==> src/rtl/mem_access_ctrl.sv <==
// Two-port (fetch / load-store) arbiter and MAR/RAM/MDR strobe sequencer.
// Moore FSM: every strobe and done pulse is decoded from registered state.
module mem_access_ctrl #(
  parameter int ADDR_W  = 9,
  parameter int DATA_W  = 32,
  parameter int RAM_LAT = 1
) (
  input  logic              clock,
  input  logic              clear,
  input  logic              if_req,
  input  logic [ADDR_W-1:0] if_addr,
  output logic              if_done,
  input  logic              ls_req,
  input  logic              ls_we,
  input  logic [ADDR_W-1:0] ls_addr,
  input  logic [DATA_W-1:0] ls_wdata,
  output logic              ls_done,
  output logic [DATA_W-1:0] rdata,
  output logic              busy,
  output logic [ADDR_W-1:0] mar_bus,
  output logic              MARin,
  output logic              read,
  output logic              write,
  output logic              MDRin,
  output logic [DATA_W-1:0] mem_wdata,
  input  logic [DATA_W-1:0] mdr_q,
  output logic [2:0]        dbg_state
);

  typedef enum logic [2:0] {
    S_IDLE    = 3'd0,
    S_MAR     = 3'd1,
    S_ACCESS  = 3'd2,
    S_CAPTURE = 3'd3,
    S_WRITE   = 3'd4,
    S_DONE    = 3'd5
  } state_t;

  // ACCESS lasts RAM_LAT cycles; a latency of 0 is treated as 1.
  localparam logic [2:0] LAT_M1 = (RAM_LAT <= 1) ? 3'd0 : 3'(RAM_LAT - 1);

  state_t            state_q, state_d;
  logic [2:0]        cnt_q, cnt_d;
  logic [ADDR_W-1:0] addr_q, addr_d;
  logic [DATA_W-1:0] wdata_q, wdata_d;
  logic              we_q, we_d;
  logic              owner_ls_q, owner_ls_d;
  logic              last_ls_q, last_ls_d;
  logic              grant_ls;

  always_ff @(posedge clock or negedge clear) begin
    if (!clear) begin
      state_q    <= S_IDLE;
      cnt_q      <= '0;
      addr_q     <= '0;
      wdata_q    <= '0;
      we_q       <= 1'b0;
      owner_ls_q <= 1'b0;
      last_ls_q  <= 1'b0;
    end else begin
      state_q    <= state_d;
      cnt_q      <= cnt_d;
      addr_q     <= addr_d;
      wdata_q    <= wdata_d;
      we_q       <= we_d;
      owner_ls_q <= owner_ls_d;
      last_ls_q  <= last_ls_d;
    end
  end

  // LS wins a tie unless it won the previous grant.
  assign grant_ls = ls_req & (~if_req | ~last_ls_q);

  always_comb begin
    state_d    = state_q;
    cnt_d      = cnt_q;
    addr_d     = addr_q;
    wdata_d    = wdata_q;
    we_d       = we_q;
    owner_ls_d = owner_ls_q;
    last_ls_d  = last_ls_q;
    case (state_q)
      S_IDLE: begin
        if (if_req || ls_req) begin
          state_d    = S_MAR;
          owner_ls_d = grant_ls;
          last_ls_d  = grant_ls;
          addr_d     = grant_ls ? ls_addr : if_addr;
          we_d       = grant_ls & ls_we;
          wdata_d    = grant_ls ? ls_wdata : '0;
        end
      end
      S_MAR: begin
        if (we_q) begin
          state_d = S_WRITE;
        end else begin
          state_d = S_ACCESS;
          cnt_d   = LAT_M1;
        end
      end
      S_ACCESS: begin
        if (cnt_q == 3'd0) state_d = S_CAPTURE;
        else               cnt_d   = cnt_q - 3'd1;
      end
      S_CAPTURE: state_d = S_DONE;
      S_WRITE:   state_d = S_DONE;
      S_DONE:    state_d = S_IDLE;
      default:   state_d = S_IDLE;
    endcase
  end

  always_comb begin
    MARin   = 1'b0;
    read    = 1'b0;
    write   = 1'b0;
    MDRin   = 1'b0;
    if_done = 1'b0;
    ls_done = 1'b0;
    case (state_q)
      S_MAR:     MARin = 1'b1;
      S_ACCESS:  read  = 1'b1;
      S_CAPTURE: begin
        read  = 1'b1;
        MDRin = 1'b1;
      end
      S_WRITE:   write = 1'b1;
      S_DONE: begin
        if_done = ~owner_ls_q;
        ls_done = owner_ls_q;
      end
      default: ;
    endcase
  end

  assign busy      = (state_q != S_IDLE);
  assign mar_bus   = addr_q;
  assign mem_wdata = wdata_q;
  assign rdata     = mdr_q;
  assign dbg_state = state_q;

endmodule

==> config.mk <==
export PLATFORM = sky130hd
export DESIGN_NAME = mem_access_ctrl
export DESIGN_NICKNAME = d
export VERILOG_FILES = /design/src/rtl/mem_access_ctrl.sv
export SDC_FILE = /design/constraint.sdc
export NUM_CORES = 1
export LEC_CHECK = 0
export ABC_CLOCK_PERIOD_IN_PS = 1400
export CAP_MARGIN = 15
export CELL_PAD_IN_SITES_DETAIL_PLACEMENT = 0
export CELL_PAD_IN_SITES_GLOBAL_PLACEMENT = 1
export CORE_UTILIZATION = 40
export CTS_CLUSTER_SIZE = 12
export DETAILED_ROUTE_END_ITERATION = 7
export DONT_BUFFER_PORTS = 1
export PLACE_DENSITY_LB_ADDON = 0.1
export SYNTH_ARGS = -nofsm -noshare
export SYNTH_HDL_FRONTEND = slang
export SYNTH_SLANG_ARGS = --single-unit
==> constraint.sdc <==
create_clock -name clock -period 1.4 [get_ports clock]
set_input_delay 0.28 -clock clock [delete_from_list [all_inputs] [get_ports clock]]
set_output_delay 0.28 -clock clock [all_outputs]
set_load 0.02 [all_outputs]
Yosys cells after proc, flatten, opt, wreduce, memory -nomap -nowiden --
Index checks and enable logic that the tools add are counted.
Word-level totals: bits in registers 49, word-level logic and storage cells 46, output and inout port bits 83, bits of input ports 87
Cells by class: multiplexer cells 15, add/sub/neg operators 1, reduce and logical (&&, ||, !) cells 10, equal/unequal tests 9, bitwise operators 5
Operators by type and width (count):
- two-way mux 32 bit | 1
- two-way mux 3 bit | 5
- one-hot mux 3 bit (4 select lines) | 1
- two-way mux 9 bit | 1
- != test 2 bit (second input constant) | 4
- == test 3 x 2 -> 1 bit (second input constant) | 2
- == test 3 bit (second input constant) | 2
- logical NOT 3 bit | 2
- two-way mux 1 bit | 6
- one-hot mux 3 bit (2 select lines) | 1
- AND reduction 2 bit | 2
- OR reduction 2 bit | 2
- == test 3 x 1 -> 1 bit (second input constant) | 1
- AND reduction 3 bit | 1
- nonzero test 3 bit | 1
- subtractor 3 x 1 -> 3 bit (second input constant) | 1
- bitwise AND 1 bit | 2
- inverter 1 bit | 2
- nonzero test 2 bit | 1
- logical OR 1 bit | 1
- bitwise OR 1 bit | 1

Depth between registers and ports, before layout --
Gate-level depths: netlist of run 1.
word-level depth 4, mapped depth 6, mapped depth without buffers 5

Worst setup path before layout of run 1 --
OpenSTA, ideal clock, no wires.
path type reg2reg, start reg state_q[0], in the netlist dbg_state[0], end reg cnt_q[2], slack -238 ps, stages on the path, launching flop included 5, data arrival time 1512 ps, data required time 1274 ps, cells stage by stage dfrtp_1 -> buf_4 -> or4b_1 -> o31a_1 -> a221o_1
On the way: word-level cells in the longest chain between the ends 3
RTL lines:
- start: declaration | line 42 | state_t state_q, state_d;
- start signal: assignment | line 61 | state_q <= state_d;
- == test 3 x 2 -> 1 bit / == test 3 x 1 -> 1 bit (equally long branches) | line 82 | case (state_q)
- != test 2 bit (no line) / nonzero test 2 bit (equally long branches)
- AND reduction 3 bit (no line)
- end signal: assignment | line 62 | cnt_q <= cnt_d;
- end: declaration | line 43 | logic [2:0] cnt_q, cnt_d;
Parallel ways exist; a longest one is shown, timed or not. A chain may end at the register's enable or synchronous reset.

Worst setup path in the final report of run 1 --
start reg state_q[2], in the netlist dbg_state[2], end reg addr_q[4], in the netlist mar_bus[4]
On the way: word-level cells in the longest chain between the ends 2
RTL lines:
- logical NOT 3 bit | line 82
- AND reduction 2 bit (no line)
- end signal: assignment | line 63 | addr_q <= addr_d;
- end: declaration | line 44 | logic [ADDR_W-1:0] addr_q, addr_d;
Every way passes these cells.

==> results_dict.tcl, run 1 <==
set metrics [dict create \
    yosys_warnings 0 \
    wl_mm 5.33 \
    ys_seq_elements 49 \
    crit_type "reg -> reg" \
    netlist_instances 180 \
    dieHeight_um 77.3 \
    clock-skew-final_ps 6.90 \
    grt_antenna_before_repair 0 \
    status "complete, but fails checks" \
    core-area_um2 5470 \
    drt_iter0_markers 72 \
    htreeDepth 2 \
    violations "hold timing, setup timing" \
    grt-ovfl-total 0 \
    drt-wirelength-per-cell_um 21.5 \
    fin_crit_sh_pct 114 \
    cp.required_ps 1590 \
    drc 0 \
    synth_edf_count 0 \
    drive_gt1_share_pct 41.5 \
    post_synth.cell_area_avg_um2 12.6 \
    hold_violations 49 \
    num_io_pins 170 \
    cts_root_buf "clkbuf_8" \
    synth_area_leaders "dfrtp_1 54%, a22o_1 13%, buf_4 11%" \
    critPathMaxFanout 12 \
    grt_pass1_wl_mm 7.87 \
    p_per_area_nw_per_um2 2640 \
    ir_drop_mv 1.08 \
    clock_sinks 49 \
    vias_per_cell 5.64 \
    synth_top_area_share_pct 54.1 \
    finalSetupViolCount 52 \
    setup_tns_ps -6700 \
    yosysSeqAreaShare_pct 54.1 \
    die_x_um 77.3 \
    hold_path.class "in -> async" \
    grt_usage_pct 17.2 \
    fmax_mhz 626 \
    relSlewSlack_pct 79.4 \
    hpwl_mm 3.59 \
    crit_arrival_ps 1790 \
    grt_max_degree 50 \
    vias 1398 \
    areaGrowthSynthToFinish_pct 14.7 \
    synth.distinct_cells 30 \
    clk_latency_ps 300 \
    grt_pass1_vias 1567 \
    tightest_slew_ps 308 \
    stdcell_count 248 \
    fillers 493 \
    gp_congestion 0.754 \
    port_buffers 0 \
    cts_buffers 5 \
    detail-route-antenna-nets 0 \
    rsz0062_at_grt "true" \
    synth_most_common_cell "dfrtp_1" \
    drv_slew 0 \
    clockBufferDepth 2 \
    setup_slack_ps -198 \
    dp.cells 234 \
    diodes 0 \
    nNetsFinal 264 \
    netlist_area_um2 2270 \
    cts_tree "yes" \
    yosys_most_used_dff "dfrtp_1" \
    num_rows 27 \
    cap_violations 0 \
    drtPass1Iterations 4 \
    start_util_pct 41.4 \
    period_needed_ps 1600 \
    regArea_um2 1230 \
    fin_hold_ws_ps -335 \
    async_reset_ff_share_pct 100 \
    final_util_pct 47.5 \
    die_area_um2 5970 \
    endpoint_kind "flip-flop" \
    synth_nets 269 \
    leakagePower_nw 1.24 \
    netlist_top_cells_count "49 x dfrtp_1, 34 x a22o_1, 33 x buf_4" \
    path_clk_slew_ps 90 \
    synth_top_area_cell "dfrtp_1" \
    multiInputGateArea_um2 820 \
    cp-start-kind "flip-flop" \
]
through the flow:
step | power (mW) | cell area, um2 | setup WS (ps) | hold slack [ps]
after floorplan | 4.79 | 2310 | -136 | -15.6
after global placement | 5.28 | 2320 | -77.3 | -14.6
after detailed placement | 5.36 | 2320 | -103 | -14.7
after CTS | 6.67 | 2500 | -184 | -348
after global routing | 7.20 | 2600 | -249 | -364
final | 6.86 | 2600 | -198 | -335
cell families after synthesis:
group / after synthesis / synth area share [%]
AO/OA/AOI/OAI: 41 / 16.1
AND/OR/NAND/NOR: 20 / 5.14
buffers and inverters: 48 / 13.7
flip-flops: 49 / 54.1
multiplexers: 20 / 9.88
adder cells (fa/ha/maj): 2 / 1.10
worst max-delay path, stage by stage, from the launching register on:
cell	delay, ps
dfrtp_2	440
buf_6	130
nor3_2	160
buf_4	170
o21ai_4	110
buf_12	170
mux2_4	300
cells in the final DEF, fill, tap and decap left out, drive strengths merged:
master,instances
and2,1
nor2b,3
dfrtp,49
nand2b,2
a21oi,1
clkinv,1
or4b,1
a221o,1
buf,28
clkbuf,7
bufinv,1
a22o,34
ha,2
nor3,4
or3,1
and3,1
nand2,2
mux2,19
o21ai,1
mux2i,1
inv,7
a21boi,1
nor2,4
nor4,1
a21o,1
o31a,1
o31ai,1
per-layer routing:
metal / share of wire (%) / vias up / track usage (%)
li1: - / 596 / -
met4: 2.9 / 0 / 8.30
met1: 37 / 681 / 18.3
met2: 50 / 96 / 29.3
met5: 0 / - / 0
met3: 9.8 / 25 / 7.26
sequential cells by signal (all words and copies together) (netlist names):
register and flops:
cnt_q 3, dbg_state 3, last_ls_q 1, mar_bus 9
mem_wdata 32, we_q 1
report_power, final:
group	leakage, nW	switching [mW]	internal (mW)	total [mW]
clock network	0.0554	0.470	0.537	1.01
registers	0.623	1.23	2.08	3.31
logic	0.557	1.10	1.44	2.54
worst paths after layout:
path / slack (ps) / cells after the start / to / start
max: -200 / 6 / mar_bus[4] / dbg_state[2]
min: -340 / 0 / mem_wdata[12] / clear
max reg2reg: -200 / 6 / mar_bus[4] / dbg_state[2]
min reg2reg: 590 / 1 / cnt_q[2] / cnt_q[2]
max in group asynchronous: 1620 / 0 / dbg_state[2] / clear
min in group clock: 100 / 1 / mem_wdata[5] / ls_wdata[5]
cell type report:
cell class              instances  share of cell area, %
well taps                      72                   3.46
flip-flops and latches         49                   47.3
repair buffers                 29                   12.1
clock buffers                   6                   2.79
clock inverters                 2                   1.49
inverters                       7                   1.30
multi-input cells              83                   31.5
repair_timing:
action,in CTS,in global routing
endpoints found under the hold margin,49,49
resized for setup,19,13
pin swaps,16,3
cloned,0,2
setup buffers,2,2
endpoints found under the setup margin,37,53
Power figures use the tool's default switching activity.
==> run 2: changes to the inputs <==
- GPL_TIMING_DRIVEN: not set -> 0
- REMOVE_ABC_BUFFERS: not set -> 1
==> run 2 against run 1 <==
Compared with the run above:
- the flow still finishes with violations (hold timing, setup timing)
- utilization down 2.3 points
- via count down 0.14%
- die area unchanged
- critical path type unchanged
- critical endpoint is now cnt_q[2]
==> results_dict.tcl, run 2 (synthesis results as in run 1) <==
set metrics [dict create \
    relSlewSlack_pct 74.7 \
    fillers 506 \
    dp.cells 212 \
    period_needed_ps 1640 \
    die_area_um2 5970 \
    stdcell_count 233 \
    hold_violations 49 \
    rr_endpoint "cnt_q[2]" \
    gp_congestion 0.701 \
    clock-skew-final_ps 8.47 \
    fin_hold_ws_ps -341 \
    cp-start-kind "flip-flop" \
    fin_crit_sh_pct 117 \
    worst_path_max_delay_cell "or4b_1" \
    grt_antenna_before_repair 0 \
    cp.required_ps 1580 \
    path_buf_inv 0 \
    vias_per_cell 5.99 \
    grt_max_degree 50 \
    multiInputGateArea_um2 830 \
    crit_type "reg -> reg" \
    endpoint_kind "flip-flop" \
    grt_usage_pct 21.3 \
    status "complete, but fails checks" \
    cp_cell_sequence "or4b_1 > o31a_1 > a221o_1" \
    setup_slack_ps -245 \
    areaGrowthSynthToFinish_pct 9.22 \
    violations "hold timing, setup timing" \
    grt_pass1_wl_mm 8.97 \
    clockBufferDepth 2 \
    grt_pass1_vias 1456 \
    die_x_um 77.3 \
    cts_tree "yes" \
    path_clk_slew_ps 90 \
    clock_sinks 49 \
    ir_drop_mv 1.02 \
    diodes 0 \
    hpwl_mm 4.19 \
    r2r_cells 3 \
    leakagePower_nw 1.15 \
    rsz0062_at_grt "true" \
    drc 0 \
    cap_violations 0 \
    wl_mm 6.23 \
    total_power_mw 6.61 \
    port_buffers 0 \
    num_io_pins 170 \
    drv_slew 0 \
    mostFrequentLayoutCells "46 x dfrtp_1, 34 x a22o_1, 10 x mux2_4" \
    critical_path.max_stage_delay_ps 530 \
    fmax_mhz 608 \
    crit_arrival_ps 1830 \
    crit_family "simple AND/OR/NAND/NOR gates" \
    p_per_area_nw_per_um2 2670 \
    critPathMaxFanout 7 \
    num_rows 27 \
    rrSetupSlack_ps -240 \
    start_util_pct 41.4 \
    largest_reg_flops 32 \
    hold_path.class "in -> async" \
    drt-wirelength-per-cell_um 26.7 \
    cts_buffers 5 \
    tightest_slew_ps 377 \
    htreeDepth 2 \
    grt-ovfl-total 0 \
    r2r-start "dbg_state[1]" \
    nNetsFinal 249 \
    detail-route-antenna-nets 0 \
    final_common_cell "dfrtp_1" \
    core-area_um2 5470 \
    drtPass1Iterations 4 \
    drt_iter0_markers 76 \
    vias 1396 \
    drive_gt1_share_pct 32.3 \
    finalSetupViolCount 54 \
    dieHeight_um 77.3 \
    regArea_um2 1230 \
    cts_root_buf "clkbuf_8" \
    clk_latency_ps 300 \
]
## run 2: cell count changes in the layout (fill, tap and decap cells not counted), sizes merged
cell and delta:
bufinv -1, clkbuf +2, buf -20, clkinv +1, and2 +2, dlymetal6s4s +1
## run 2: layer usage
layer / track usage, % / routed length [um]
met3: 18.8 / 1060
met5: 7.27 / 46
met2: 29.5 / 2750
met4: 5.66 / 86
met1: 23.3 / 2290
## run 2: repair_timing
item / CTS / global route
buffers inserted: 8 / 1
cloned: 4 / 1
pin swaps: 12 / 9
resized for setup: 25 / 13
endpoints found under the setup margin: 54 / 54
hold endpoints to repair: 49 / 49
## run 2: layout make-up
class / count / area share (%)
Clock inverter: 2 / 0.556
Tap cell: 72 / 3.64
Inverter: 7 / 1.06
Multi-Input combinational cell: 85 / 33.5
Sequential cell: 49 / 49.7
Timing Repair Buffer: 12 / 8.19
Clock buffer: 6 / 3.34
## run 2: how the worst max path moves through the flow
stage              endpoint  depth (start not counted)    startpoint
6_report           cnt_q[2]                          3  dbg_state[1]
5_1_grt            cnt_q[2]                          3  dbg_state[1]
4_1_cts            cnt_q[2]                          3  dbg_state[1]
3_5_place_dp   mem_wdata[9]                          3  dbg_state[2]
3_3_place_gp     mar_bus[2]                          2        if_req
2_1_floorplan  mem_wdata[0]                          3  dbg_state[2]
## run 2: power by group
group          internal (mW)  switching, mW
clock network          0.401          0.462
logic                   1.35          0.958
registers               2.07           1.37
total                   3.82           2.79
## run 2: stage by stage
| step | utilization [%] | setup TNS (ps) | setup slack (ps) | hold slack, ps | instance area (um2) |
|---|---|---|---|---|---|
| 2_1_floorplan | - | -15070 | -342 | -15.6 | 1980 |
| 3_3_place_gp | 37.9 | -31560 | -718 | -14.6 | 2070 |
| 3_5_place_dp | 38.5 | -34910 | -887 | -14.6 | 2110 |
| 4_1_cts | 44.9 | -8450 | -235 | -354 | 2460 |
| 5_1_grt | 45.2 | -10140 | -278 | -365 | 2470 |
| 6_report | 45.2 | -7180 | -245 | -341 | 2470 |
